===== config.mk =====
export PLATFORM = sky130hd
export DESIGN_NAME = shift_stream_ctrl
export DESIGN_NICKNAME = d
export VERILOG_FILES = /design/src/rtl/etch_pkg.sv /design/src/rtl/tap_delay_line.sv /design/src/rtl/shift_stream_ctrl.sv
export SDC_FILE = /design/constraint.sdc
export NUM_CORES = 1
export LEC_CHECK = 0
export ABC_AREA = 1
export BUFFER_PORTS_ARGS = -buffer_cell sky130_fd_sc_hd__clkbuf_2
export CORE_MARGIN = 3
export CORE_UTILIZATION = 60
export CTS_CLUSTER_SIZE = 12
export DETAILED_ROUTE_END_ITERATION = 12
export MAX_ROUTING_LAYER = met4
export PLACE_DENSITY = 0.91
export SETUP_SLACK_MARGIN = 0.05
export SYNTH_ARGS = -nofsm -noshare
export SYNTH_HDL_FRONTEND = slang
export SYNTH_SLANG_ARGS = --single-unit

===== constraint.sdc =====
create_clock -name clk -period 4.1 [get_ports clk]
set_input_delay 0.82 -clock clk [delete_from_list [all_inputs] [get_ports clk]]
set_output_delay 0.82 -clock clk [all_outputs]
set_load 0.02 [all_outputs]

===== src/rtl/etch_pkg.sv =====
// Shared types and defaults for the stochastic bitstream sequencing controller.
package etch_pkg;

   localparam int DEF_DEPTH = 8;
   localparam int DEF_TAP_W = 3;
   localparam int DEF_LEN_W = 16;

   typedef enum logic [1:0] {
      IDLE = 2'd0,
      FILL = 2'd1,
      RUN  = 2'd2,
      LAST = 2'd3
   } state_t;

   // Ceiling log2, never less than 1 so it can size a counter directly.
   function automatic int clog2(input int value);
      int r;
      r = 0;
      for (int v = value - 1; v > 0; v = v >> 1) begin
         r++;
      end
      return (r == 0) ? 1 : r;
   endfunction

endpackage


===== src/rtl/tap_delay_line.sv =====
// Delay line for one bitstream with two runtime-selectable taps.
// Tap 0 is the incoming bit itself; tap k is the bit accepted k beats earlier.
module tap_delay_line
   import etch_pkg::*;
#(
   parameter int DEPTH = DEF_DEPTH,
   parameter int TAP_W = DEF_TAP_W
) (
   input  logic             clk,
   input  logic             rst,
   input  logic             shift_en,
   input  logic             clear,
   input  logic             in_data,
   input  logic [TAP_W-1:0] tap1,
   input  logic [TAP_W-1:0] tap2,
   output logic             tap1_val,
   output logic             tap2_val
);

   logic [DEPTH-1:0] sr;

   always_ff @(posedge clk) begin
      if (rst) begin
         sr <= '0;
      end else if (clear) begin
         sr <= '0;
      end else if (shift_en) begin
         sr <= {sr[DEPTH-2:0], in_data};
      end
   end

   // Values as seen before this cycle's shift, so they can be registered on the same beat.
   always_comb begin
      tap1_val = in_data;
      for (int i = 0; i < DEPTH; i++) begin
         if (int'(tap1) == i + 1) tap1_val = sr[i];
      end
   end

   always_comb begin
      tap2_val = in_data;
      for (int i = 0; i < DEPTH; i++) begin
         if (int'(tap2) == i + 1) tap2_val = sr[i];
      end
   end

endmodule


===== src/rtl/shift_stream_ctrl.sv =====
// Frames one stochastic bitstream job: pipeline fill, exactly len output pairs, done pulse.
//  state | meaning
//  IDLE  | waiting for start; illegal config gives a cfg_err pulse
//  FILL  | accepting max(tap1,tap2) beats to prime the delay line, no output
//  RUN   | each beat produces one registered (out1,out2) pair
//  LAST  | final pair and done visible, source stalled
module shift_stream_ctrl
   import etch_pkg::*;
#(
   parameter int DEPTH = DEF_DEPTH,
   parameter int TAP_W = DEF_TAP_W,
   parameter int LEN_W = DEF_LEN_W
) (
   input  logic             clk,
   input  logic             rst,
   input  logic             start,
   input  logic             abort,
   input  logic [TAP_W-1:0] cfg_tap1,
   input  logic [TAP_W-1:0] cfg_tap2,
   input  logic [LEN_W-1:0] cfg_len,
   input  logic             in_data,
   input  logic             in_valid,
   output logic             in_ready,
   output logic             out1,
   output logic             out2,
   output logic             out_valid,
   output logic             busy,
   output logic             done,
   output logic             cfg_err
);

   localparam int FILL_W = clog2(DEPTH);

   state_t state, next_state;

   logic [TAP_W-1:0]  tap1_q;
   logic [TAP_W-1:0]  tap2_q;
   logic [TAP_W-1:0]  f_cfg;
   logic [FILL_W-1:0] fill_cnt;
   logic [LEN_W-1:0]  len_cnt;
   logic              cfg_legal;
   logic              beat;
   logic              job_load;
   logic              job_abort;
   logic              cfg_reject;
   logic              sr_clear;
   logic              tap1_val;
   logic              tap2_val;

   assign f_cfg     = (cfg_tap1 > cfg_tap2) ? cfg_tap1 : cfg_tap2;
   assign cfg_legal = (cfg_len != '0) && (int'(cfg_tap1) < DEPTH) && (int'(cfg_tap2) < DEPTH);
   assign in_ready  = (state == FILL) || (state == RUN);
   assign busy      = (state != IDLE);
   assign beat      = in_valid && in_ready;
   assign job_abort = abort && busy;
   assign sr_clear  = job_load || job_abort;

   always_ff @(posedge clk) begin
      if (rst) begin
         state <= IDLE;
      end else begin
         state <= next_state;
      end
   end

   always_comb begin
      next_state = state;
      job_load   = 1'b0;
      cfg_reject = 1'b0;
      case (state)
         IDLE: begin
            if (start) begin
               if (cfg_legal) begin
                  job_load   = 1'b1;
                  next_state = (f_cfg != '0) ? FILL : RUN;
               end else begin
                  cfg_reject = 1'b1;
               end
            end
         end
         FILL: begin
            if (beat && (fill_cnt == FILL_W'(1))) next_state = RUN;
         end
         RUN: begin
            if (beat && (len_cnt == LEN_W'(1))) next_state = LAST;
         end
         LAST: begin
            next_state = IDLE;
         end
         default: begin
            next_state = IDLE;
         end
      endcase
      if (job_abort) next_state = IDLE;
   end

   // Output pair registers default to zero so out1/out2 can never show stale data.
   always_ff @(posedge clk) begin
      if (rst) begin
         tap1_q    <= '0;
         tap2_q    <= '0;
         fill_cnt  <= '0;
         len_cnt   <= '0;
         out1      <= 1'b0;
         out2      <= 1'b0;
         out_valid <= 1'b0;
         done      <= 1'b0;
         cfg_err   <= 1'b0;
      end else begin
         cfg_err   <= cfg_reject;
         out1      <= 1'b0;
         out2      <= 1'b0;
         out_valid <= 1'b0;
         done      <= 1'b0;
         if (job_load) begin
            tap1_q   <= cfg_tap1;
            tap2_q   <= cfg_tap2;
            fill_cnt <= FILL_W'(f_cfg);
            len_cnt  <= cfg_len;
         end else if (job_abort) begin
            fill_cnt <= '0;
            len_cnt  <= '0;
         end else if (beat && (state == FILL)) begin
            fill_cnt <= fill_cnt - FILL_W'(1);
         end else if (beat && (state == RUN)) begin
            len_cnt   <= len_cnt - LEN_W'(1);
            out1      <= tap1_val;
            out2      <= tap2_val;
            out_valid <= 1'b1;
            done      <= (len_cnt == LEN_W'(1));
         end
      end
   end

   tap_delay_line #(
      .DEPTH (DEPTH),
      .TAP_W (TAP_W)
   ) u_delay (
      .clk      (clk),
      .rst      (rst),
      .shift_en (beat),
      .clear    (sr_clear),
      .in_data  (in_data),
      .tap1     (tap1_q),
      .tap2     (tap2_q),
      .tap1_val (tap1_val),
      .tap2_val (tap2_val)
   );

endmodule

==> results.py <==
metrics = {
    "status": {
        "status": "finished clean",
    },
    "clock_tree": {
        "ctsRootBufferMaster": "clkbuf_8",
        "cts_tree": "done",
        "post_cts_buffers": 0,
        "htreeDepth": 2,
        "cts_max_path_buffers": 2,
        "clock_sinks": 39,
        "cts_buffers": 5,
        "clk_pin_slew_worst_paths_ns": 0.06,
        "postCtsHoldBufs": 0,
        "clock_latency_ns": 0.29,
        "ctsResizeCount": 0,
    },
    "worst_setup_path": {
        "critPathSlowestCell": "dfxtp_1",
        "cp.arrival_ns": 1.29,
        "rrSetupSlack_ns": 2.00,
        "critPathRequiredTime_ns": 3.28,
        "critPathMaxFanout": 6,
        "critical_path_class": "flip-flop to output port",
        "cp-end-kind": "output port",
        "worstPathCellList": "inv_1 -> ha_1 -> inv_1 -> clkbuf_2",
        "crit_top_cell": "inv_1",
        "cp_slowest_stage_delay_ns": 0.35,
        "start_kind": "flip-flop",
    },
    "yosys": {
        "yosys.cell_types.count": 31,
        "synthAdderAreaFrac_pct": 4.970,
        "synth_compound_gate_area_share_pct": 16.20,
        "postSynthRegisterBits": 39,
        "synthArstFlopShare_pct": 0,
        "yosysSeqAreaShare_pct": 31.01,
        "netlist_instances": 396,
        "synth_xor_area_share_pct": 3.479,
        "synthSimpleGateAreaFrac_pct": 34.54,
        "synth.area.mux_share_pct": 0,
        "syn_area_per_cell_um2": 6.357,
        "ys_warn_count": 0,
        "synth_nets": 434,
        "ys.flop_type": "dfxtp_1",
        "synth_top_family_by_area": "simple AND/OR/NAND/NOR gates",
        "synth_edf_count": 0,
        "synth.cell_area_mm2": 0.002517,
    },
    "final_layout": {
        "fin_nets": 467,
        "final_cell_mix": "nand2_1, nor2_1, inv_1",
        "nFillCells": 344,
        "antenna_cells": 0,
        "syn2layout_area_growth_pct": 9.791,
        "postLayoutCoreUtil_pct": 71.72,
        "drive_above_1_share_pct": 13.79,
        "multi_input_area_mm2": 0.001490,
        "design_area_mm2": 0.002764,
        "ff_latch_area_um2": 780.7,
        "fin_cells": 476,
        "final_common_cell": "nand2_1",
    },
    "power": {
        "powerDensity_mw_per_mm2": 618.7,
        "vdd_drop_max_mv": 0.3448,
        "power.leakage_nw": 1.322,
        "fin_total_pwr_mw": 1.710,
    },
    "die": {
        "die_w_um": 70.78,
        "start_util_pct": 65.32,
        "die_area_mm2": 0.005009,
        "rows": 22,
        "fp.dieH_um": 70.78,
        "ios": 35,
        "core_mm2": 0.003854,
    },
    "route": {
        "wirelength_um": 5941,
        "dr.pass1.iters": 5,
        "vias": 2618,
        "drc": 0,
        "first_iter_violations": 199,
        "drtAntennaViolNets": 0,
        "vias_per_cell": 5.500,
        "avgRoutedWirePerCell_um": 12.48,
    },
    "placement": {
        "place_area_mm2": 0.002691,
        "port_buffers": 34,
        "gp_congestion": 0.8949,
        "dp.cells": 470,
        "pre_cts_slack_ns": 1.816,
        "dp_hpwl_um": 4407,
    },
    "sta": {
        "slew_headroom_pct": 53.16,
        "fmax_mhz": 474.9,
        "finalWorstSetupSlack_ns": 1.994,
        "slew_violations": 0,
        "setup_viol_count_final": 0,
        "worst_slew_pin_slew_ns": 0.7019,
        "whs_ns": 0.4908,
        "finalCritPeriodShare_pct": 51.36,
        "rsz0062_at_grt": "false",
        "clock-skew-final_ns": 0.007569,
        "min_period_ns": 2.106,
        "tns_ns": 0,
        "hold_viol": 0,
    },
    "global_route": {
        "antenna_found_initial": 0,
        "grt_pass1_wl_um": 10080,
        "grt_pass1_vias": 2305,
        "track_usage_pct": 25.35,
        "gr-total-overflow": 0,
        "grt_start_max_net_pins": 26,
    },
    "min_path": {
        "worstHoldPathType": "flip-flop to flip-flop",
    },
    "run": {
        "drv_cap": 0,
    },
}
-- layer usage --
layer	GRT usage [%]	vias to the layer above	part of all wire [%]
li1	-	1332	-
met1	32.69	1181	49
met2	39.65	90	44
met3	5.682	15	5.8
met4	7.724	0	1.8
met5	-	-	0
-- kinds of logic after synthesis --
logic type      after synthesis
compound gates               77
buf+inv                      58
xor+xnor                     10
simple gates                202
fa+ha+maj                    10
flops                        39
-- report_power, final --
group	leakage (nW)	switching [mW]	internal, mW
clock network	0.0371	0.128	0.113
registers	0.320	0.0982	0.472
logic	0.964	0.580	0.319
total	1.32	0.806	0.904
-- worst paths after layout --
| path | start | to | cells past startpoint |
|---|---|---|---|
| hold reg to reg | u_delay.sr[1] | u_delay.sr[1] | 2 |
| setup reg to reg | state[0] | len_cnt[0] | 10 |
| hold / removal | u_delay.sr[1] | u_delay.sr[1] | 2 |
| setup / recovery | state[0] | busy | 4 |
-- state kept, by name, summed over array words and instances (netlist names) --
name        flops
tap1_q          3
done            1
out1            1
u_delay.sr      7
tap2_q          3
len_cnt        16
out_valid       1
out2            1
cfg_err         1
state           2
fill_cnt        3
-- synthesized netlist by cell type (all sizes together) (2+ instances only) --
cell / number / area (um2)
nand2: 96 / 382.9
nor2: 76 / 310.3
inv: 49 / 186.4
dfxtp: 39 / 780.8
o21ai: 38 / 190.2
a21oi: 30 / 150.1
nand3: 20 / 112.6
ha: 10 / 125.1
buf: 6 / 48.79
xnor2: 5 / 43.79
xor2: 5 / 43.79
nand4: 4 / 25.02
nor3: 4 / 25.02
o211ai: 3 / 22.52
a22oi: 2 / 15.01
clkbuf: 2 / 7.510
o21bai: 2 / 15.01
-- worst max-delay path, delay by kind of cell (launching register included) --
| family | cells | cell delay (ns) |
|---|---|---|
| adder cells (fa/ha/maj) | 1 | 0.26 |
| buffers and inverters | 3 | 0.39 |
| flip-flops | 1 | 0.35 |
-- layout make-up --
cell class,instances,share of cell area [%]
inverters,50,6.881
flip-flops and latches,39,28.25
well taps,48,2.173
multi-input cells,299,53.92
repair buffers,34,6.157
clock buffers,6,2.626
Power figures use the tool's default switching activity.
